### src/rtl/uart_pkg.sv
// Shared UART definitions: FSM state encoding, parity codes and the baud divisor
// helper, used by both the transmitter and receiver sides of the link.
package uart_pkg;

   // Frame sequencer states
   typedef enum logic [2:0] {
      ST_IDLE   = 3'd0,
      ST_START  = 3'd1,
      ST_DATA   = 3'd2,
      ST_PARITY = 3'd3,
      ST_STOP   = 3'd4
   } uart_state_e;

   // Parity selection codes
   localparam int PAR_NONE = 0;
   localparam int PAR_ODD  = 1;
   localparam int PAR_EVEN = 2;

   // Clock cycles per bit; truncating so both link ends derive the same period
   function automatic int baud_div(input int sys_clk, input int baud_rate);
      return sys_clk / baud_rate;
   endfunction

endpackage

### src/rtl/uart_tx_baud_tick.sv
// Bit-period divider for the transmitter. Held at zero while clr_i is high so a
// frame starting on the accept edge gets a full first bit period; bit_end_o
// marks the last cycle of each bit period.
module uart_tx_baud_tick #(
   parameter int p_div = 434
) (
   input  logic clk_i,
   input  logic rst_i,
   input  logic clr_i,
   output logic bit_end_o
);

   localparam logic [15:0] L_LAST = 16'(p_div - 1);

   logic [15:0] cnt_q, cnt_d;

   // Next count: clear, wrap at the end of a bit, otherwise advance
   always_comb begin
      cnt_d = cnt_q + 16'd1;
      if (clr_i || (cnt_q == L_LAST)) begin
         cnt_d = 16'd0;
      end
   end

   // Counter register
   always_ff @(posedge clk_i or posedge rst_i) begin
      if (rst_i) begin
         cnt_q <= 16'd0;
      end else begin
         cnt_q <= cnt_d;
      end
   end

   assign bit_end_o = (cnt_q == L_LAST);

endmodule

### src/rtl/uart_tx.sv
// UART transmitter: one byte per valid/ready handshake, sent LSB first as
// start + 8 data + optional parity + 1 or 2 stop bits. txd idles high.
module uart_tx
   import uart_pkg::*;
#(
   parameter int p_sys_clk   = 50_000_000,
   parameter int p_baud_rate = 115200,
   parameter int p_parity    = 0,
   parameter int p_stop_bits = 1
) (
   input  logic       clk_i,
   input  logic       rst_i,
   input  logic       tx_valid_i,
   input  logic [7:0] tx_data_i,
   output logic       tx_ready_o,
   output logic       txd_o,
   output logic       busy_o,
   output logic       done_o
);

   localparam int         L_BAUD_DIV  = baud_div(p_sys_clk, p_baud_rate);
   localparam logic       L_HAS_PAR   = (p_parity != PAR_NONE);
   localparam logic       L_PAR_ODD   = (p_parity == PAR_ODD);
   localparam logic [2:0] L_STOP_LAST = 3'(p_stop_bits - 1);

   if ((L_BAUD_DIV < 2) || (L_BAUD_DIV > 65535)) begin : g_bad_div
      $error("uart_tx: baud divisor %0d outside 2..65535", L_BAUD_DIV);
   end
   if ((p_parity < 0) || (p_parity > 2)) begin : g_bad_parity
      $error("uart_tx: p_parity %0d must be 0, 1 or 2", p_parity);
   end
   if ((p_stop_bits != 1) && (p_stop_bits != 2)) begin : g_bad_stop
      $error("uart_tx: p_stop_bits %0d must be 1 or 2", p_stop_bits);
   end

   uart_state_e state_q;
   logic [7:0]  shift_q;
   logic        par_q;      // XOR of the accepted byte
   logic [2:0]  bit_cnt_q;  // data bit index, reused to count stop bits
   logic        txd_q;
   logic        busy_q;
   logic        done_q;
   logic        accept;
   logic        bit_end;

   assign tx_ready_o = (state_q == ST_IDLE);
   assign accept     = tx_valid_i && tx_ready_o;

   // Divider is held clear in IDLE, so the accept edge starts a fresh period
   uart_tx_baud_tick #(
      .p_div(L_BAUD_DIV)
   ) u_baud (
      .clk_i    (clk_i),
      .rst_i    (rst_i),
      .clr_i    (tx_ready_o),
      .bit_end_o(bit_end)
   );

   // Frame sequencer: advances one bit per bit_end, drives registered txd/busy/done
   always_ff @(posedge clk_i or posedge rst_i) begin
      if (rst_i) begin
         state_q   <= ST_IDLE;
         shift_q   <= 8'd0;
         par_q     <= 1'b0;
         bit_cnt_q <= 3'd0;
         txd_q     <= 1'b1;
         busy_q    <= 1'b0;
         done_q    <= 1'b0;
      end else begin
         done_q <= 1'b0;
         case (state_q)
            ST_IDLE: begin
               if (accept) begin
                  state_q   <= ST_START;
                  shift_q   <= tx_data_i;
                  par_q     <= ^tx_data_i;
                  bit_cnt_q <= 3'd0;
                  txd_q     <= 1'b0;
                  busy_q    <= 1'b1;
               end
            end
            ST_START: begin
               if (bit_end) begin
                  state_q   <= ST_DATA;
                  txd_q     <= shift_q[0];
                  shift_q   <= shift_q >> 1;
                  bit_cnt_q <= 3'd0;
               end
            end
            ST_DATA: begin
               if (bit_end) begin
                  if (bit_cnt_q == 3'd7) begin
                     bit_cnt_q <= 3'd0;
                     if (L_HAS_PAR) begin
                        state_q <= ST_PARITY;
                        txd_q   <= par_q ^ L_PAR_ODD;
                     end else begin
                        state_q <= ST_STOP;
                        txd_q   <= 1'b1;
                     end
                  end else begin
                     txd_q     <= shift_q[0];
                     shift_q   <= shift_q >> 1;
                     bit_cnt_q <= bit_cnt_q + 3'd1;
                  end
               end
            end
            ST_PARITY: begin
               if (bit_end) begin
                  state_q   <= ST_STOP;
                  txd_q     <= 1'b1;
                  bit_cnt_q <= 3'd0;
               end
            end
            ST_STOP: begin
               if (bit_end) begin
                  if (bit_cnt_q == L_STOP_LAST) begin
                     state_q   <= ST_IDLE;
                     busy_q    <= 1'b0;
                     done_q    <= 1'b1;
                     bit_cnt_q <= 3'd0;
                  end else begin
                     bit_cnt_q <= bit_cnt_q + 3'd1;
                  end
               end
            end
            default: begin
               state_q <= ST_IDLE;
               txd_q   <= 1'b1;
               busy_q  <= 1'b0;
            end
         endcase
      end
   end

   assign txd_o  = txd_q;
   assign busy_o = busy_q;
   assign done_o = done_q;

endmodule

### config.mk
export PLATFORM = sky130hd
export DESIGN_NAME = uart_tx
export DESIGN_NICKNAME = d
export VERILOG_FILES = /design/src/rtl/uart_pkg.sv /design/src/rtl/uart_tx_baud_tick.sv /design/src/rtl/uart_tx.sv
export SDC_FILE = /design/constraint.sdc
export NUM_CORES = 1
export LEC_CHECK = 0
export BUFFER_PORTS_ARGS = -buffer_cell sky130_fd_sc_hd__buf_2
export CAP_MARGIN = 20
export CORE_UTILIZATION = 63
export DETAILED_ROUTE_END_ITERATION = 16
export HOLD_SLACK_MARGIN = 0.02
export MAX_ROUTING_LAYER = met4
export PLACE_DENSITY = 0.94
export SYNTH_ARGS = -nofsm -noshare
export SYNTH_HDL_FRONTEND = slang
export SYNTH_SLANG_ARGS = --single-unit
### constraint.sdc
create_clock -name clk_i -period 5.2 [get_ports clk_i]
set_input_delay 0.52 -clock clk_i [delete_from_list [all_inputs] [get_ports clk_i]]
set_output_delay 0.52 -clock clk_i [all_outputs]
set_load 0.02 [all_outputs]
### After elaboration in Yosys (flattened, before gate mapping)

Cells that the tools add are included.

| word-level totals | value |
|---|---|
| flip-flop bits (word level) | 33 |
| output and inout bits | 4 |

| cells by class | value |
|---|---|
| add/sub/neg operators | 2 |
| bitwise operators | 2 |
| reductions and logical operators | 13 |
| eq/ne operators | 15 |
| mux-type cells | 34 |

Operators with widths:

| cell | number |
|---|---|
| 3-bit 2-to-1 mux | 13 |
| 8-bit 2-to-1 mux | 4 |
| 8-bit one-hot mux with 3 select lines | 1 |
| 16-bit by 1-bit adder with 16-bit output (second input constant) | 1 |
| 16-bit by 9-bit == test with 1-bit output (second input constant) | 1 |
| 16-bit 2-to-1 mux | 1 |
| 3-bit one-hot mux with 5 select lines | 1 |
| 5-bit AND reduction | 3 |
| 2-bit inequality test (second input constant) | 7 |
| 3-bit one-hot mux with 4 select lines | 1 |
| 1-bit 2-to-1 mux | 11 |
| 7-bit AND reduction | 1 |
| 3-bit by 2-bit == test with 1-bit output (second input constant) | 2 |
| 3-bit == test (second input constant) | 2 |
| 3-bit zero test | 2 |
| 1-bit one-hot mux with 5 select lines | 1 |
| 2-bit by 1-bit inequality test with 1-bit output (second input constant) | 2 |
| 4-bit AND reduction | 1 |
| 4-bit nonzero test | 1 |
| 3-bit by 1-bit adder with 3-bit output (second input constant) | 1 |
| 3-bit by 1-bit == test with 1-bit output (second input constant) | 1 |
| 1-bit one-hot mux with 3 select lines | 1 |
| 3-bit nonzero test | 1 |
| 3-bit OR reduction | 1 |
| 4 further kinds | 5 |

### Longest topological paths before layout

| logic depth | value |
|---|---|
| depth after elaboration | 4 |
| mapped depth | 8 |
| gate-level depth less buffers | 6 |

### By module

From an unflattened synthesis, not the netlist that was laid out.

| unflattened totals | value |
|---|---|
| cells, all modules | 187 |
| area, all modules | 1856.8 µm² |

Modules (own cells, without submodules):

| module | cells an instance | times used | area an instance (µm²) | sequential area each (µm²) |
|---|---|---|---|---|
| uart_tx | 103 | 1 | 1033.5 | 426.7 |
| uart_tx_baud_tick | 84 | 1 | 823.3 | 400.4 |

### Worst setup path before layout

OpenSTA, ideal clock, no wires.

| timing | value |
|---|---|
| kind | reg2reg |
| start | register u_baud.cnt_q[2] |
| end | register shift_q[0] |
| cell stages (with the launch flop) | 6 |
| period minus slack after synthesis | 2.477 ns |
| library setup time | 0.125 ns |
| buffers on the path | 1 |
| data required time | 5.075 ns |
| arrival | 2.352 ns |
| setup slack | 2.723 ns |
| cells stage by stage | dfrtp_1 -> or4_1 -> or4_1 -> buf_2 -> a221oi_4 -> mux2_2 |

| on the way | value |
|---|---|
| cells in the longest elaborated chain, start to end | 3 |
| elaborated cells on any way between the ends | 4 |
| those cells by class | eq/ne: 3; reduce/logical: 1 |

Ends and longest elaborated chain:

| what | line | source |
|---|---|---|
| from (decl) | uart_tx_baud_tick.sv:15 | `logic [15:0] cnt_q, cnt_d;` |
| from (signal assigned) | uart_tx_baud_tick.sv:30 | `cnt_q <= cnt_d;` |
| 16-bit by 9-bit == test with 1-bit output (*) | uart_tx_baud_tick.sv:34 | `assign bit_end_o = (cnt_q == L_LAST);` |
| 2-bit inequality test (no source line) | n/a |  |
| 5-bit AND reduction (no source line) (*) | n/a |  |
| to (signal assigned) | uart_tx.sv:75 | `shift_q <= tx_data_i;` |
| to (signal assigned) | uart_tx.sv:86 | `shift_q <= shift_q >> 1;` |
| to (signal assigned) | uart_tx.sv:103 | `shift_q <= shift_q >> 1;` |
| to (decl) | uart_tx.sv:37 | `logic [7:0] shift_q;` |

Every way passes the cells marked *; elsewhere a longest branch is shown, timed or not.
A chain may end at the register's enable or synchronous reset.

### Worst setup path after layout

| timing | value |
|---|---|
| start | register u_baud.cnt_q[2] |
| end | register shift_q[4] |

Same word-level chain as after synthesis.

==> metrics.md <==
| Metric | Value |
|---|---|
| Top post-synthesis cells by area | dfrtp_1 (45%), mux2_2 (9.6%), xor2_1 (4.5%) |
| CTS buffer count | 5 |
| Initial Util | 68.7% |
| Longest Clk Path Bufs | 2 |
| Combinational power share | 4.0% |
| Hold WS | 0.250 ns |
| Status | finished clean |
| Clock slew at reported path FFs | 0.11 ns |
| First-pass GRT wire length | 5550 um |
| Wire length on met1 | 1470 um |
| Vias | 1362 |
| Setup TNS | 0 ns |
| Rel. slew slack | 59.3% |
| Placed Cells incl. Taps | 209 |
| CP peak stage delay | 0.64 ns |
| Core Area | 0.00257 mm^2 |
| Share of the synthesized area in the top cell type | 45.4% |
| Clock Latency Late Sink | 0.34 ns |
| Syn-to-layout area delta | 8.23% |
| Initial antenna violation count | 0 |
| Clock Skew | 0.0113 ns |
| PwrDens | 217 mW/mm^2 |
| Worst Setup Start Kind | register |
| Critical path cell sequence | or4_1 > or4_1 > a221oi_4 > mux2_2 |
| Vias in the first global route | 1267 |
| Final Hold Fails | 0 |
| Max Used Layer | met4 |
| Ys async rst share | 100% |
| GRT overflow | 0 |
| Die Y | 54.9 um |
| Register area share after synthesis | 46.9% |
| Slowest cell on crit path | or4_1 |
| Area taken by multi-input logic gates | 886 um^2 |
| FF-to-FF path depth | 4 |
| DRT Pass-1 Iters | 4 |
| Fin crit period | 2.75 ns |
| Detail Placement HPWL | 2460 um |
| Drt total wl | 3450 um |
| Sequential Area | 827 um^2 |
| ANT nets after route | 0 |
| Reg power frac | 63.1% |
| P_leak | 0.882 nW |
| Worst slew pin tran | 0.609 ns |
| Yosys top cell by area | dfrtp_1 |
| H-tree depth | 2 |
| CTS Sinks | 33 |
| Clock root buffer | clkbuf_4 |
| Internal Dissipation | 0.000320 W |
| # IOs | 15 |
| CTS tree | done |
| Post-synthesis instance total | 172 |
| Clock share of power | 32.9% |
| Post-CTS setup buffer count | 0 |
| RSZ-0062 raised after global routing | no |
| DRC violations left | 0 |
| Cts hold-fix bufs | 0 |
| Vias/cell | 6.25 |
| Worst Path Arrival | 2.97 ns |
| Fin cells | 218 |
| Setup violators final | 0 |
| Maximum VDD drop | 0.241 mV |
| Critical path type | register to register |
| FF+latch count, synth | 33 |
| Crit-path most repeated cell | or4_1 |
| Syn Area/Cell | 10.3 um^2 |
| Share of layout cells above drive strength 1 | 22.3% |
| Max Cap Viol | 0 |
| DR WL/cell | 15.8 um |
| # fillers | 183 |
| Initial DRC Count | 28 |
| Count of flip-flops with a built-in enable after synthesis | 0 |
| Largest net degree at the start of global routing | 34 |
| Design Power | 0.000415 W |
| F_max | 363 MHz |
| Die Area | 0.00302 mm^2 |
| Max Slew Vio Count | 0 |
| Ys flop type | dfrtp_1 |
| Worst-path fanout max | 8 |
| Mapped Nets | 188 |
| # port buffers | 14 |
| FP Rows | 18 |
| GR Util All Layers | 27.7% |
| ANT cells | 0 |
| Post-layout util | 74.4% |
| Die width | 54.9 um |
| Final #Nets | 203 |
| Distinct cell type count after synthesis | 40 |
| Met3 Wirelength | 125 um |
| Post-CTS Resized | 0 |
| Net switching power | 0.0000953 W |
| Hold/Removal Path Class | primary input to asynchronous set/reset pin |
| Worst setup EP type | register |
| Sw Ratio | 23.0% |
| Tcrit/Tclk final | 52.9% |
| CP Data Required Time | 5.42 ns |
| Mapped Area | 0.00176 mm^2 |
| WL met2 | 1830 um |
| Yosys Warn Count | 0 |
| Final GP Congestion | 0.859 |
==> placed cells by master (no fill, tap or decap), types with 2 or more instances in the layout <==
cell / instances
nor4_1: 2
a21o_1: 2
nand2_1: 7
and3_1: 4
buf_2: 14
nor2b_1: 4
ha_1: 5
nor2_1: 20
inv_1: 5
xnor2_1: 2
and4_1: 2
xor2_1: 9
clkinv_2: 2
clkbuf_4: 5
dfrtp_1: 32
mux2_2: 15
or3_1: 4
a31oi_1: 3
a22oi_1: 3
or4_1: 4
o21ai_0: 6
nand4_1: 4
nand2b_1: 2
a21oi_1: 7
nand3_1: 6
==> kinds of logic (layout without fill, tap and decap cells) <==
| group | count (synthesis) | after routing | share of synthesized area [%] |
|---|---|---|---|
| flops | 33 | 33 | 46.9 |
| compound gates | 30 | 30 | 11.8 |
| simple gates | 64 | 64 | 19.3 |
| buf+inv | 13 | 29 | 2.91 |
| xor+xnor | 11 | 11 | 5.46 |
| mux | 16 | 16 | 10.1 |
| fa+ha+maj | 5 | 5 | 3.55 |
==> path summary, 6_finish.rpt <==
check / endpoint / start / slack (ns)
max: shift_q[4]$_DFFE_PP0P_ / u_baud.cnt_q[2]$_DFF_PP0_ / 2.45
min: u_baud.cnt_q[3]$_DFF_PP0_ / rst_i / 0.25
max reg2reg: shift_q[4]$_DFFE_PP0P_ / u_baud.cnt_q[2]$_DFF_PP0_ / 2.45
min reg2reg: shift_q[7]$_DFFE_PP0P_ / shift_q[7]$_DFFE_PP0P_ / 0.52
max in group asynchronous: txd_o$_DFFE_PP1P_ / rst_i / 4.63
min in group clk_i: shift_q[7]$_DFFE_PP0P_ / shift_q[7]$_DFFE_PP0P_ / 0.52
==> stage by stage <==
stage	instance area, um^2	worst slack [ns]
finish	1910	2.45
global route	1910	2.33
CTS	1900	2.38
detailed placement	1850	2.40
global placement	1850	2.55
floorplan	1760	2.72
==> layout make-up <==
type                    instances  share of cell area [%]
multi-input cells             126                    46.4
flip-flops and latches         33                    43.3
repair buffers                 16                    4.65
clock buffers                   6                    2.16
well taps                      30                    1.97
inverters                       5                   0.983
clock inverters                 2                   0.524
==> critical path: cells and delay by family, from the launching register on <==
family,cells,cell delay (ns)
AOI/OAI and AO/OA,1,0.57
DFF,1,0.47
muxes,1,0.40
and+or+nand+nor,2,1.20
==> routing by layer <==
layer,vias to the layer above,track usage [%]
met4,0,7.50
li1,645,-
met1,680,30.3
met5,-,-
met3,3,7.38
met2,34,49.6
==> state kept, by name, summed over array words and instances (netlist names) <==
name,cells
bit_cnt_q,3
busy_o,1
done_o,1
shift_q,8
state_q,3
txd_o,1
u_baud.cnt_q,16
==> cell usage after synthesis, drive strengths merged, types with 2 or more instances <==
master,number
dfrtp,32
nor2,20
mux2,15
xor2,9
a21oi,7
nand2,7
o21ai,7
clkbuf,6
nand3,6
ha,5
inv,5
and3,4
nand4,4
nor2b,4
or3,4
or4,4
a22oi,3
a31oi,3
a21o,2
and4,2
buf,2
nand2b,2
nor4,2
xnor2,2
==> power groups by stage <==
| stage | clock (W) | sequential [W] | combinational, W |
|---|---|---|---|
| after floorplan | 0 | 0.000267 | 0.00000964 |
| after global placement | 0 | 0.000267 | 0.0000159 |
| after detailed placement | 0 | 0.000267 | 0.0000168 |
| after CTS | 0.000141 | 0.000262 | 0.0000169 |
| after global routing | 0.000149 | 0.000262 | 0.0000189 |
| final | 0.000137 | 0.000262 | 0.0000164 |
(Power assumes the default switching activity.)
